File: src/rtl/hs_ram_arbiter.sv
// Work-RAM port arbiter between the main CPU and the hiscore engine.
// Optional macro HS_ARB_STALL_EN: grant without pause by stalling the CPU via cpu_wait.
module hs_ram_arbiter #(
  parameter int AW          = 11,
  parameter int DW          = 8,
  parameter int HOLD_CYCLES = 2
) (
  input  logic          clk_sys,
  input  logic          reset_n,
  input  logic          paused,
  input  logic          cpu_cs,
  input  logic          cpu_we,
  input  logic [AW-1:0] cpu_addr,
  input  logic [DW-1:0] cpu_din,
  output logic [DW-1:0] cpu_dout,
  output logic          cpu_wait,
  input  logic [AW-1:0] hs_address,
  input  logic [DW-1:0] hs_data_in,
  input  logic          hs_write_enable,
  input  logic          hs_read_intent,
  input  logic          hs_write_intent,
  output logic [DW-1:0] hs_data_out,
  output logic          hs_grant,
  output logic [AW-1:0] ram_addr,
  output logic [DW-1:0] ram_din,
  output logic          ram_we,
  input  logic [DW-1:0] ram_dout
);

  localparam int CW = $clog2(HOLD_CYCLES + 1);

  typedef enum logic [1:0] {
    ST_CPU,
    ST_DRAIN,
    ST_HS,
    ST_GUARD
  } state_t;

  state_t        r_state;
  state_t        w_state_nxt;
  logic [CW-1:0] r_cnt;
  logic [CW-1:0] w_cnt_nxt;
  logic          r_grant;
  logic          w_hs_req;
  logic          w_start;
  logic          w_cpu_we;

  assign w_hs_req = hs_read_intent | hs_write_intent;

`ifdef HS_ARB_STALL_EN
  logic r_wait;

  // The CPU is stalled instead of paused, so any request may start a grant.
  assign w_start  = w_hs_req;
  assign cpu_wait = r_wait;

  always_ff @(posedge clk_sys or negedge reset_n) begin
    if (!reset_n) begin
      r_wait <= 1'b0;
    end else begin
      r_wait <= (w_state_nxt != ST_CPU);
    end
  end
`else
  assign w_start  = w_hs_req & paused;
  assign cpu_wait = 1'b0;
`endif

  // A stalled CPU may still present a write strobe; it must not reach RAM.
  assign w_cpu_we = cpu_cs & cpu_we & ~cpu_wait;

  // NOTE: every always_comb output gets a default first so no latch is inferred.
  always_comb begin
    w_state_nxt = r_state;
    w_cnt_nxt   = r_cnt;
    case (r_state)
      ST_CPU: begin
        if (w_start) w_state_nxt = ST_DRAIN;
      end
      ST_DRAIN: begin
        w_state_nxt = ST_HS;
      end
      ST_HS: begin
        if (!w_hs_req) begin
          w_state_nxt = ST_GUARD;
          w_cnt_nxt   = CW'(HOLD_CYCLES - 1);
        end
      end
      ST_GUARD: begin
        if (w_hs_req) begin
          w_state_nxt = ST_HS;
        end else if (r_cnt == '0) begin
          w_state_nxt = ST_CPU;
        end else begin
          w_cnt_nxt = r_cnt - CW'(1);
        end
      end
      default: begin
        w_state_nxt = ST_CPU;
      end
    endcase
  end

  // NOTE: sequential state uses non-blocking assignments so all registers update together.
  always_ff @(posedge clk_sys or negedge reset_n) begin
    if (!reset_n) begin
      r_state <= ST_CPU;
      r_cnt   <= '0;
      r_grant <= 1'b0;
    end else begin
      r_state <= w_state_nxt;
      r_cnt   <= w_cnt_nxt;
      r_grant <= (w_state_nxt == ST_HS);
    end
  end

  assign hs_grant = r_grant;

  // The mux follows the live state so reset hands the port back to the CPU at once.
  always_comb begin
    ram_addr = cpu_addr;
    ram_din  = cpu_din;
    ram_we   = w_cpu_we;
    case (r_state)
      ST_HS: begin
        ram_addr = hs_address;
        ram_din  = hs_data_in;
        ram_we   = hs_write_enable;
      end
      ST_GUARD: begin
        ram_addr = hs_address;
        ram_din  = hs_data_in;
        ram_we   = 1'b0;
      end
      default: begin
        ram_addr = cpu_addr;
        ram_din  = cpu_din;
        ram_we   = w_cpu_we;
      end
    endcase
  end

  assign cpu_dout    = ram_dout;
  assign hs_data_out = ram_dout;

endmodule

File: config.mk
export PLATFORM = sky130hd
export DESIGN_NAME = hs_ram_arbiter
export DESIGN_NICKNAME = d
export VERILOG_FILES = /design/src/rtl/hs_ram_arbiter.sv
export SDC_FILE = /design/constraint.sdc
export NUM_CORES = 1
export LEC_CHECK = 0
export BUFFER_PORTS_ARGS = -buffer_cell sky130_fd_sc_hd__buf_2
export CAP_MARGIN = 25
export CORE_MARGIN = 5
export CORE_UTILIZATION = 29
export CTS_BUF_LIST = sky130_fd_sc_hd__clkbuf_8 sky130_fd_sc_hd__clkbuf_16
export DETAILED_ROUTE_END_ITERATION = 10
export PLACE_DENSITY = 0.8
export SLEW_MARGIN = 20
export SYNTH_ARGS = -nofsm -noshare
export SYNTH_HDL_FRONTEND = slang
export SYNTH_SLANG_ARGS = --single-unit
File: constraint.sdc
create_clock -name clk_sys -period 1.3 [get_ports clk_sys]
set_input_delay 0.325 -clock clk_sys [delete_from_list [all_inputs] [get_ports clk_sys]]
set_output_delay 0.325 -clock clk_sys [all_outputs]
set_load 0.02 [all_outputs]
## Yosys cells after proc, flatten, opt, wreduce, memory -nomap -nowiden

Index checks and enable logic that the tools add are counted.

- Output and inout bits: 38
- Register bits after elaboration: 5
- Input bits: 54
- Logic and storage cells: 31

- Add/subtract/negate cells: 1
- Reductions and logical operators: 5
- Bitwise operators: 3
- Multiplexer cells: 12
- Equality and inequality tests: 7

Operators by type and width:

| kind | number |
|---|---|
| 2-to-1 mux 2 bit | 7 |
| 2-to-1 mux 11 bit | 1 |
| 2-to-1 mux 8 bit | 1 |
| case mux 2 bit (4 select lines) | 1 |
| equality test 2 bit, second input constant | 3 |
| != test 2 bit, second input constant | 3 |
| zero test 2 bit | 2 |
| case mux 2 bit (2 select lines) | 1 |
| AND reduction 4 bit | 1 |
| bitwise AND 1 bit | 2 |
| equality test 2 x 1 -> 1 bit, second input constant | 1 |
| case mux 1 bit (2 select lines) | 1 |
| nonzero test 2 bit | 1 |
| OR reduction 2 bit | 1 |
| subtractor 2 x 1 -> 2 bit, second input constant | 1 |
| OR 1 bit | 1 |

## Longest topological paths before layout

- Word-level depth: 5
- Depth in mapped cells: 5
- Depth with buffers taken out: 5

## Worst setup path before layout

OpenSTA, ideal clock, no wires.

- Path type: reg-to-output
- Start: register r_state[1]
- End: output port ram_we
- Path buffers: 1
- Arrival: 1.083 ns
- Stages on the path, launching flop included: 3
- Required time: 0.975 ns
- Slack: -0.108 ns
- Path through: dfrtp_1 buf_2 o21ai_0

- Word-level cells in the longest chain between the ends: 2
- Elaborated cells between the ends (all ways): 3

Ends and longest elaborated chain:

| what | RTL line | text |
|---|---|---|
| from (decl) | 39 | `state_t r_state;` |
| from (signal assigned) | 111 | `r_state <= w_state_nxt;` |
| equality test 2 bit | 124 | `case (r_state)` |
| case mux 1 bit (2 select lines) * | 124 |  |
| to (decl) | 26 | `output logic ram_we,` |

Every way passes the cells marked *; elsewhere a longest branch is shown, timed or not.

## Worst setup path in the final report

- Start: register r_state[1]
- End: output port ram_din[2]

- Word-level cells in the longest chain between the ends: 3
- Elaborated cells between the ends (all ways): 4

Ends and longest elaborated chain:

| what | RTL line | text |
|---|---|---|
| equality test 2 bit | 124 |  |
| OR reduction 2 bit (no source line) * | -- |  |
| 2-to-1 mux 8 bit * | 124 |  |
| to (decl) | 25 | `output logic [DW-1:0] ram_din,` |

Marked as above.

==> metrics.md <==
| Metric | Value |
|---|---|
| Clock root cell | clkbuf_8 |
| CTS Sinks | 5 |
| Distinct cells, synth | 17 |
| Vias | 717 |
| Fmax | 0.6229 GHz |
| Final Max Slew Viols | 0 |
| RSZ-0062 raised after global routing | yes |
| CP peak stage delay | 0.45 ns |
| Design Area, Final | 1171 um^2 |
| Post-synth top flop | dfrtp_1 |
| Top-count cell post-synth | mux2_2 |
| Number of port buffers | 66 |
| Slowest CP cell | dfrtp_2 |
| Synth Net Count | 121 |
| Synth cell count leaders | mux2_2, buf_4, dfrtp_1, nor2_1, nand2_1 |
| Post-route ant nets | 0 |
| Pre-CTS setup slack | -0.09656 ns |
| Rows | 16 |
| Worst setup SP type | register |
| Violations in the final reports | negative setup slack |
| Overall Power | 1.153 mW |
| Worst setup margin | -0.3054 ns |
| Skew-Pair Late Insertion Delay | 0.23 ns |
| GRT Util Overall | 15.98% |
| Crit path kind | reg -> out |
| Fin Clk Skew | 0.004600 ns |
| Post-synthesis sequential area ratio | 20.45% |
| Global-route wire length before repair | 3912 um |
| Layout Nets | 182 |
| Top cell type's share of synthesized area | 34.97% |
| Initial antenna violation count | 0 |
| Die width | 55.93 um |
| Drt wl/cell | 16.70 um |
| Mean Syn Cell Area | 9.270 um^2 |
| CTS tree | built |
| Core box area | 1982 um^2 |
| Max-cap viol count | 0 |
| GPL Wtd Cong | 0.7539 |
| Total grt overflow | 0 |
| Post-synth EDFFs | 0 |
| Area Overhead vs Synth | 91.41% |
| Pin count of the biggest net entering global routing | 8 |
| Area taken by multi-input logic gates | 412.9 um^2 |
| Register area | 126.4 um^2 |
| CP required | 0.98 ns |
| Worst path cell trace | buf_6 > mux2_4 > buf_6 |
| N_diodes | 0 |
| Mapped Area | 611.8 um^2 |
| Iter 0 DRT Violations | 8 |
| Share of layout cells above drive strength 1 | 78.57% |
| Final cell count without fillers | 153 |
| Leading area contributor after synthesis | mux2_2 |
| Ranking of synthesized cells by area | mux2_2, buf_4, dfrtp_1 |
| PwrDens | 984.5 nW/um^2 |
| Finished Core Util | 59.09% |
| Fill count | 169 |
| DP Area | 868.3 um^2 |
| Crit path time final | 1.605 ns |
| CTS Buffer Depth | 2 |
| Hold crit path type | in -> reg |
| Status | complete, but fails checks |
| Final Hold Vio Count | 0 |
| CP dominant cell by count | buf_6 |
| Max VDD drop | 0.5154 mV |
| Post-Syn Instances | 66 |
| Vias in the first global route | 861 |
| Critical path capture point type | output pin |
| Arr. time, crit path | 1.28 ns |
| Fin crit share | 123.5% |
| Worst Path Max Fanout | 5 |
| DP HPWL | 1822 um |
| Dpl cells | 144 |
| Async S/R FF share, synth | 100.0% |
| Synth warn | 0 |
| Pre-Repair DR Iteration Count | 2 |
| DIE AREA | 3128 um^2 |
| DRC errors left | 0 |
| P_leak | 0.6735 nW |
| Height of the die | 55.93 um |
| Final Setup Violations | 20 |
| CTS H-tree depth | 1 |
| Reg clk slew, reported paths | 0.04 ns |
| Initial Utilization | 30.87% |
| I/O pin cnt | 92 |
| Synth Register Bits | 5 |
| Post-Route WL | 2555 um |
| DR vias/cell | 4.686 |
| CTS buffer count | 3 |
-- layout by cell type, fill, tap and decap left out, drive strengths merged --
cell type	count
ha	1
a31oi	1
nand2	4
mux2	19
nor2	5
nor3b	1
conb	1
dlygate4sd3	1
nand3b	1
buf	74
clkbuf	3
dfrtp	5
inv	2
o211ai	2
nor3	1
and4b	1
clkinv	1
o21ai	1
nand3	2
-- final timing paths --
| path | startpoint | depth (start not counted) | slack [ns] | end |
|---|---|---|---|---|
| min reg2reg | r_cnt[1] | 2 | 0.57 | r_cnt[1] |
| min | paused | 3 | 0.36 | r_state[0] |
| min in group asynchronous | reset_n | 2 | 0.46 | r_cnt[0] |
| max in group asynchronous | reset_n | 2 | 0.68 | r_state[1] |
| max | r_state[1] | 3 | -0.31 | ram_din[2] |
| max reg2reg | r_state[1] | 4 | 0.03 | r_cnt[0] |
-- cells by family (layout without fill, tap and decap cells) --
family,count (synthesis),count (layout),share of synthesized area (%)
buffers and inverters,21,81,23.72
muxes,19,19,34.97
and+or+nand+nor,15,15,13.91
DFF,5,5,20.45
AOI/OAI and AO/OA,4,4,4.294
adders and majority gates,1,1,2.045
other,1,1,0.6129
-- through the flow --
stage,setup TNS (ns),hold slack [ns]
floorplan,0,0.02941
global placement,-0.5686,0.1445
detailed placement,-1.213,0.1508
CTS,-5.909,0.3542
global route,-6.254,0.3876
finish,-5.716,0.3591
-- registers in the layout, indices dropped and copies added (netlist names) --
register	count
r_cnt	2
r_state	2
hs_grant	1
-- per-layer routing --
layer	vias to the layer above	track usage, %	share of wire (%)
met2	68	29.22	50
met4	0	11.53	4.7
li1	331	-	-
met3	19	6.729	15
met1	299	13.69	30
met5	-	0	0
-- area by class of cell --
class / instances / share of cell area, %
multi-input cells: 40 / 35.26
well taps: 27 / 2.885
inverters: 2 / 0.6410
flip-flops and latches: 5 / 10.79
clock inverters: 1 / 0.4274
clock buffers: 3 / 3.526
repair buffers: 75 / 46.47
-- what timing repair did --
item / CTS / global route
endpoints found under the setup margin: 20 / 21
gates resized for setup: 62 / 5
hold buffers: 1 / 0
buffers inserted: 0 / 2
hold endpoints to repair: 5 / 0
cloned: 2 / 0
-- critical path: cells and delay by family (launching register included) --
kind     cells  cell delay [ns]
buf+inv      2             0.30
flops        1             0.45
mux          1             0.31
-- power by group --
group          internal (mW)  switching (mW)
clock network          0.207          0.0883
logic                  0.363           0.281
registers              0.185          0.0292
No activity file was read; power rests on OpenSTA's default activity.
